**src/rtl/port_pkg.sv**
```systemverilog
// Shared definitions for the CPU byte ports (oport / iport) and the opcode
// the CPU FSM decodes to strobe the input port.
package port_pkg;
   localparam int PORT_W      = 8;
   localparam int IPORT_DEPTH = 4;

   localparam logic [3:0] OP_IN = 4'hD;

   typedef enum logic [1:0] {
      OCC_EMPTY   = 2'd0,
      OCC_PARTIAL = 2'd1,
      OCC_FULL    = 2'd2
   } occ_e;

   function automatic occ_e occ_state(input int cnt, input int depth);
      if (cnt == 0)          return OCC_EMPTY;
      else if (cnt == depth) return OCC_FULL;
      else                   return OCC_PARTIAL;
   endfunction
endpackage

```
**src/rtl/port_fifo.sv**
```systemverilog
// Generic synchronous FIFO; occupancy count is the single source of truth
// for full/empty so the pointers can wrap freely.
module port_fifo
   import port_pkg::*;
#(
   parameter int DEPTH = IPORT_DEPTH,
   parameter int WIDTH = PORT_W,
   localparam int PW   = $clog2(DEPTH),
   localparam int CW   = $clog2(DEPTH) + 1
) (
   input  logic             clk,
   input  logic             reset,
   input  logic             wr_en,
   input  logic [WIDTH-1:0] wr_data,
   input  logic             rd_en,
   output logic [WIDTH-1:0] rd_data,
   output logic             full,
   output logic             empty,
   output logic [CW-1:0]    count
);
   localparam logic [CW-1:0] FULL_CNT = CW'(DEPTH);

   logic [WIDTH-1:0] mem [DEPTH];
   logic [PW-1:0]    wr_ptr, rd_ptr;
   logic             push, pop;

   assign full  = (count == FULL_CNT);
   assign empty = (count == '0);
   // full refuses a write even if a read frees a slot on the same edge
   assign push  = wr_en && !full;
   assign pop   = rd_en && !empty;
   assign rd_data = mem[rd_ptr];

   always_ff @(posedge clk) begin
      if (push) mem[wr_ptr] <= wr_data;
   end

   always_ff @(posedge clk) begin
      if (reset) begin
         wr_ptr <= '0;
         rd_ptr <= '0;
         count  <= '0;
      end else begin
         if (push) wr_ptr <= wr_ptr + 1'b1;
         if (pop)  rd_ptr <= rd_ptr + 1'b1;
         case ({push, pop})
            2'b10:   count <= count + 1'b1;
            2'b01:   count <= count - 1'b1;
            default: count <= count;
         endcase
      end
   end
endmodule

```
**src/rtl/iport_controller.sv**
```systemverilog
// CPU input port: producer valid/ready into a small FIFO, CPU reads the head
// and pops with rd_en; reading while empty latches a sticky debug flag.
module iport_controller
   import port_pkg::*;
#(
   parameter int DEPTH = IPORT_DEPTH,
   parameter int WIDTH = PORT_W,
   localparam int CW   = $clog2(DEPTH) + 1
) (
   input  logic             clk,
   input  logic             reset,
   input  logic [WIDTH-1:0] in_data,
   input  logic             in_valid,
   output logic             in_ready,
   input  logic             rd_en,
   output logic [WIDTH-1:0] iport,
   output logic             iport_valid,
   output logic [CW-1:0]    count,
   output logic             underflow,
   input  logic             clear_err
);
   logic [WIDTH-1:0] head;
   logic             full, empty;

   port_fifo #(.DEPTH(DEPTH), .WIDTH(WIDTH)) u_fifo (
      .clk     (clk),
      .reset   (reset),
      .wr_en   (in_valid),
      .wr_data (in_data),
      .rd_en   (rd_en),
      .rd_data (head),
      .full    (full),
      .empty   (empty),
      .count   (count)
   );

   assign in_ready    = !full;
   assign iport_valid = !empty;
   // storage is never cleared, so mask stale bytes while empty
   assign iport       = iport_valid ? head : '0;

   always_ff @(posedge clk) begin
      if (reset)                    underflow <= 1'b0;
      else if (rd_en && empty)      underflow <= 1'b1;
      else if (clear_err)           underflow <= 1'b0;
   end
endmodule

```
**config.mk**
```make
export PLATFORM = sky130hd
export DESIGN_NAME = iport_controller
export DESIGN_NICKNAME = d
export VERILOG_FILES = /design/src/rtl/port_pkg.sv /design/src/rtl/port_fifo.sv /design/src/rtl/iport_controller.sv
export SDC_FILE = /design/constraint.sdc
export NUM_CORES = 1
export LEC_CHECK = 0
export ABC_AREA = 1
export ABC_CLOCK_PERIOD_IN_PS = 2200
export CAP_MARGIN = 5
export CELL_PAD_IN_SITES_DETAIL_PLACEMENT = 2
export CELL_PAD_IN_SITES_GLOBAL_PLACEMENT = 2
export CORE_UTILIZATION = 34
export DETAILED_ROUTE_END_ITERATION = 8
export HOLD_SLACK_MARGIN = 0.08
export PLACE_DENSITY = 0.86
export SYNTH_ARGS = -nofsm -noshare
export SYNTH_HDL_FRONTEND = slang
export SYNTH_SLANG_ARGS = --single-unit
```
**constraint.sdc**
```tcl
create_clock -name clk -period 2.2 [get_ports clk]
set_input_delay 0.55 -clock clk [delete_from_list [all_inputs] [get_ports clk]]
set_output_delay 0.55 -clock clk [all_outputs]
set_load 0.05 [all_outputs]
```
==> metrics.txt <==
outcome=complete, but fails checks; failing checks=negative setup slack; Synth area leaders=edfxtp_1 (53%), dfxtp_1 (11%), nor2_1 (5.8%); WP buf/inv=2; overall power=3.39 mW; Max Cap Violations=0; synthesis-stage register bit count=42; share of layout cells above drive strength 1=29.8%; Slew Limit Fails=0; length of the first detailed-routing pass in iterations=4; clock tree buffer depth=2; PortBufs=26; pre-CTS setup slack=-0.191 ns; worst rel slew slack=roughly 66%; Leakage=~0.89 nW; crit-path max FO=7; hpwl dp=between 3000 and 4000 µm; die width=approximately 75 µm; synth warn=0; post-route ant nets=0; Yosys cell types=19; starting density of the core=35.5%; Final Util=a little under half; initial antenna violation count=0; GR Util All Layers=around a fifth; fill count=551; Layout Cells excl Fill=around 280; Congestion Overflow GR=0; crit path DAT=1.70 ns; largest net degree at the start of global routing=17; # DRC=0; WHS=between 0.4 and 0.5 ns; die extent in y=approximately 75 µm; CTS tree=built; # placed instances=270; Sink Count=42; placer congestion estimate=0.828; Final #Nets=between 200 and 250; RSZ-0062 raised after global routing=yes; Ant. Diodes=0; worst skew pair latency=0.30 ns; Worst Max-Slew Pin Slew=about 0.51 ns; endpoints failing hold=0; crit end category=primary output; IO Count=27; # hold bufs at CTS=0; clock root buffer=clkbuf_8; placed cell areas=between 2000 and 2500 µm²; DRT iter0 DRCs=33; Area growth syn-to-layout=31.1%; Pwr Density=1420 nW/µm²; critical-path cell list=buf_4, nor2_1, nor2_1, o21ai_0, a21oi_4, buf_4; register area share after synthesis=between 60% and 70%; Net Count, Synth=~190; Critical Path Start Type=flip-flop; # rows=26; total core area=a little over 5000 µm²; PnR worst setup slack=-0.0520 ns; # setup viols final=1; design area=approximately 2400 µm²; Final Cycle Share=102%; # H-tree levels=2; crit-path leading delay family=compound AO/OA/AOI/OAI gates; Die Footprint=5660 µm²; WL final=around 5400 µm; slowest stage delay, CP=0.37 ns; vias in the first global route=approximately 1500; Total Negative Setup Slacks=-0.0520 ns; Vias per Instance=~4.7; CP max stage cell=dfxtp_1; Synth top area share=52.7%; Routed WL per cell=just under 20 µm; Crit Path Class=flip-flop to primary output; cell taking the most area after synthesis=edfxtp_1; Inserted Clock Buffers=5; Peak VDD IR=a little under 600 µV; Hold/Removal Path Class=flip-flop to flip-flop; via count=between 1000 and 1500; worst path required time=between 1.5 and 2 ns; Worst Skew=0.00325 ns; first-pass GRT wire length=8130 µm; Max Fclk=between 400 and 500 MHz; minimum clock period=2.25 ns; Mean Syn Cell Area=between 10 and 15 µm²; Clock transition at path regs=~0.080 ns; Synth Instances=between 150 and 200; Syn Std Cell Area=between 1500 and 2000 µm²
==> final cells by class <==
type | count | area (µm²) | area share [%]
flip-flops and latches | 42 | 1160 | 48.7
inverters | 20 | 77.6 | 3.24
well taps | 70 | 87.6 | 3.66
repair buffers | 36 | 314 | 13.1
clock inverters | 1 | 30.0 | 1.26
clock buffers | 7 | 86.3 | 3.61
multi-input cells | 102 | 632 | 26.4
==> cell usage in the layout (no fill, tap or decap) <==
master           instances
a21oi_1                  6
nand2_4                  1
clkbuf_1                 1
o21ai_0                  7
edfxtp_1                32
dfxtp_2                  3
a21oi_4                  8
inv_1                   15
nand3_1                  5
nand2_1                 14
inv_2                    4
nor2_1                  28
dfxtp_1                  7
fa_2                     1
o21ai_1                 11
ha_1                     4
clkbuf_8                 6
buf_4                   19
nor2_2                  14
inv_4                    1
nand2_2                  2
buf_6                    1
ha_2                     1
bufinv_16                1
clkdlybuf4s50_1         16
==> routing by layer <==
| metal | track usage [%] | vias up | wire length [µm] | share of wire [%] |
|---|---|---|---|---|
| met5 | 0 | - | 0 | 0 |
| met4 | 6.79 | 0 | 74 | 1.4 |
| met3 | 5.49 | 6 | 190 | 3.5 |
| met2 | 37.3 | 21 | 2930 | 55 |
| met1 | 25.4 | 657 | 2170 | 40 |
| li1 | - | 633 | - | - |
==> worst paths after layout <==
path                        start               to  slack (ns)  cells past startpoint
setup / recovery        flip-flop         iport[3]       -0.05                      6
hold reg to reg         underflow        underflow        0.48                      2
setup reg to reg  u_fifo.count[1]  u_fifo.count[2]        0.24                     13
hold / removal          underflow        underflow        0.48                      2
==> synth_stat cells (all sizes together) <==
cell and n:
nand2 17, fa 1, dfxtp 10, clkinv 1, inv 19, nand3 5
o21ai 18, edfxtp 32, buf 4, a21oi 14, nor2 42, ha 5
==> sequential cells by signal (all words and copies together), names as in the netlist, named ones only <==
register	cells
underflow	1
u_fifo.mem	32
u_fifo.rd_ptr	2
u_fifo.wr_ptr	2
u_fifo.count	3
==> worst reg2reg max path, cell delays in order, from the launching register on <==
cell     delay, ns
dfxtp_2       0.37
nor2_2        0.07
nand2_2       0.14
nand2_1       0.13
inv_2         0.10
ha_2          0.20
inv_1         0.08
fa_2          0.36
inv_1         0.09
nand2_1       0.06
nand3_1       0.10
nand2_1       0.06
nand2_1       0.06
nor2_1        0.04
==> kinds of logic after synthesis <==
group / after synthesis / share of synthesized area [%]
and+or+nand+nor: 64 / 16.1
DFF: 42 / 63.6
AOI/OAI and AO/OA: 32 / 8.78
buffers and inverters: 24 / 6.93
adders and majority gates: 6 / 4.53
==> power breakdown <==
| part | leakage [nW] | switching (mW) | internal [mW] |
|---|---|---|---|
| combinational | 0.454 | 1.20 | 0.522 |
| clock | 0.0585 | 0.266 | 0.370 |
| sequential | 0.377 | 0.0722 | 0.962 |
==> repair_timing <==
item                       in CTS  in global routing
cloned                          0                  0
setup buffers                   0                  0
gates resized for setup         1                  4
setup endpoints to repair       1                  9
Note: power is estimated with default switching activity, not from simulation.
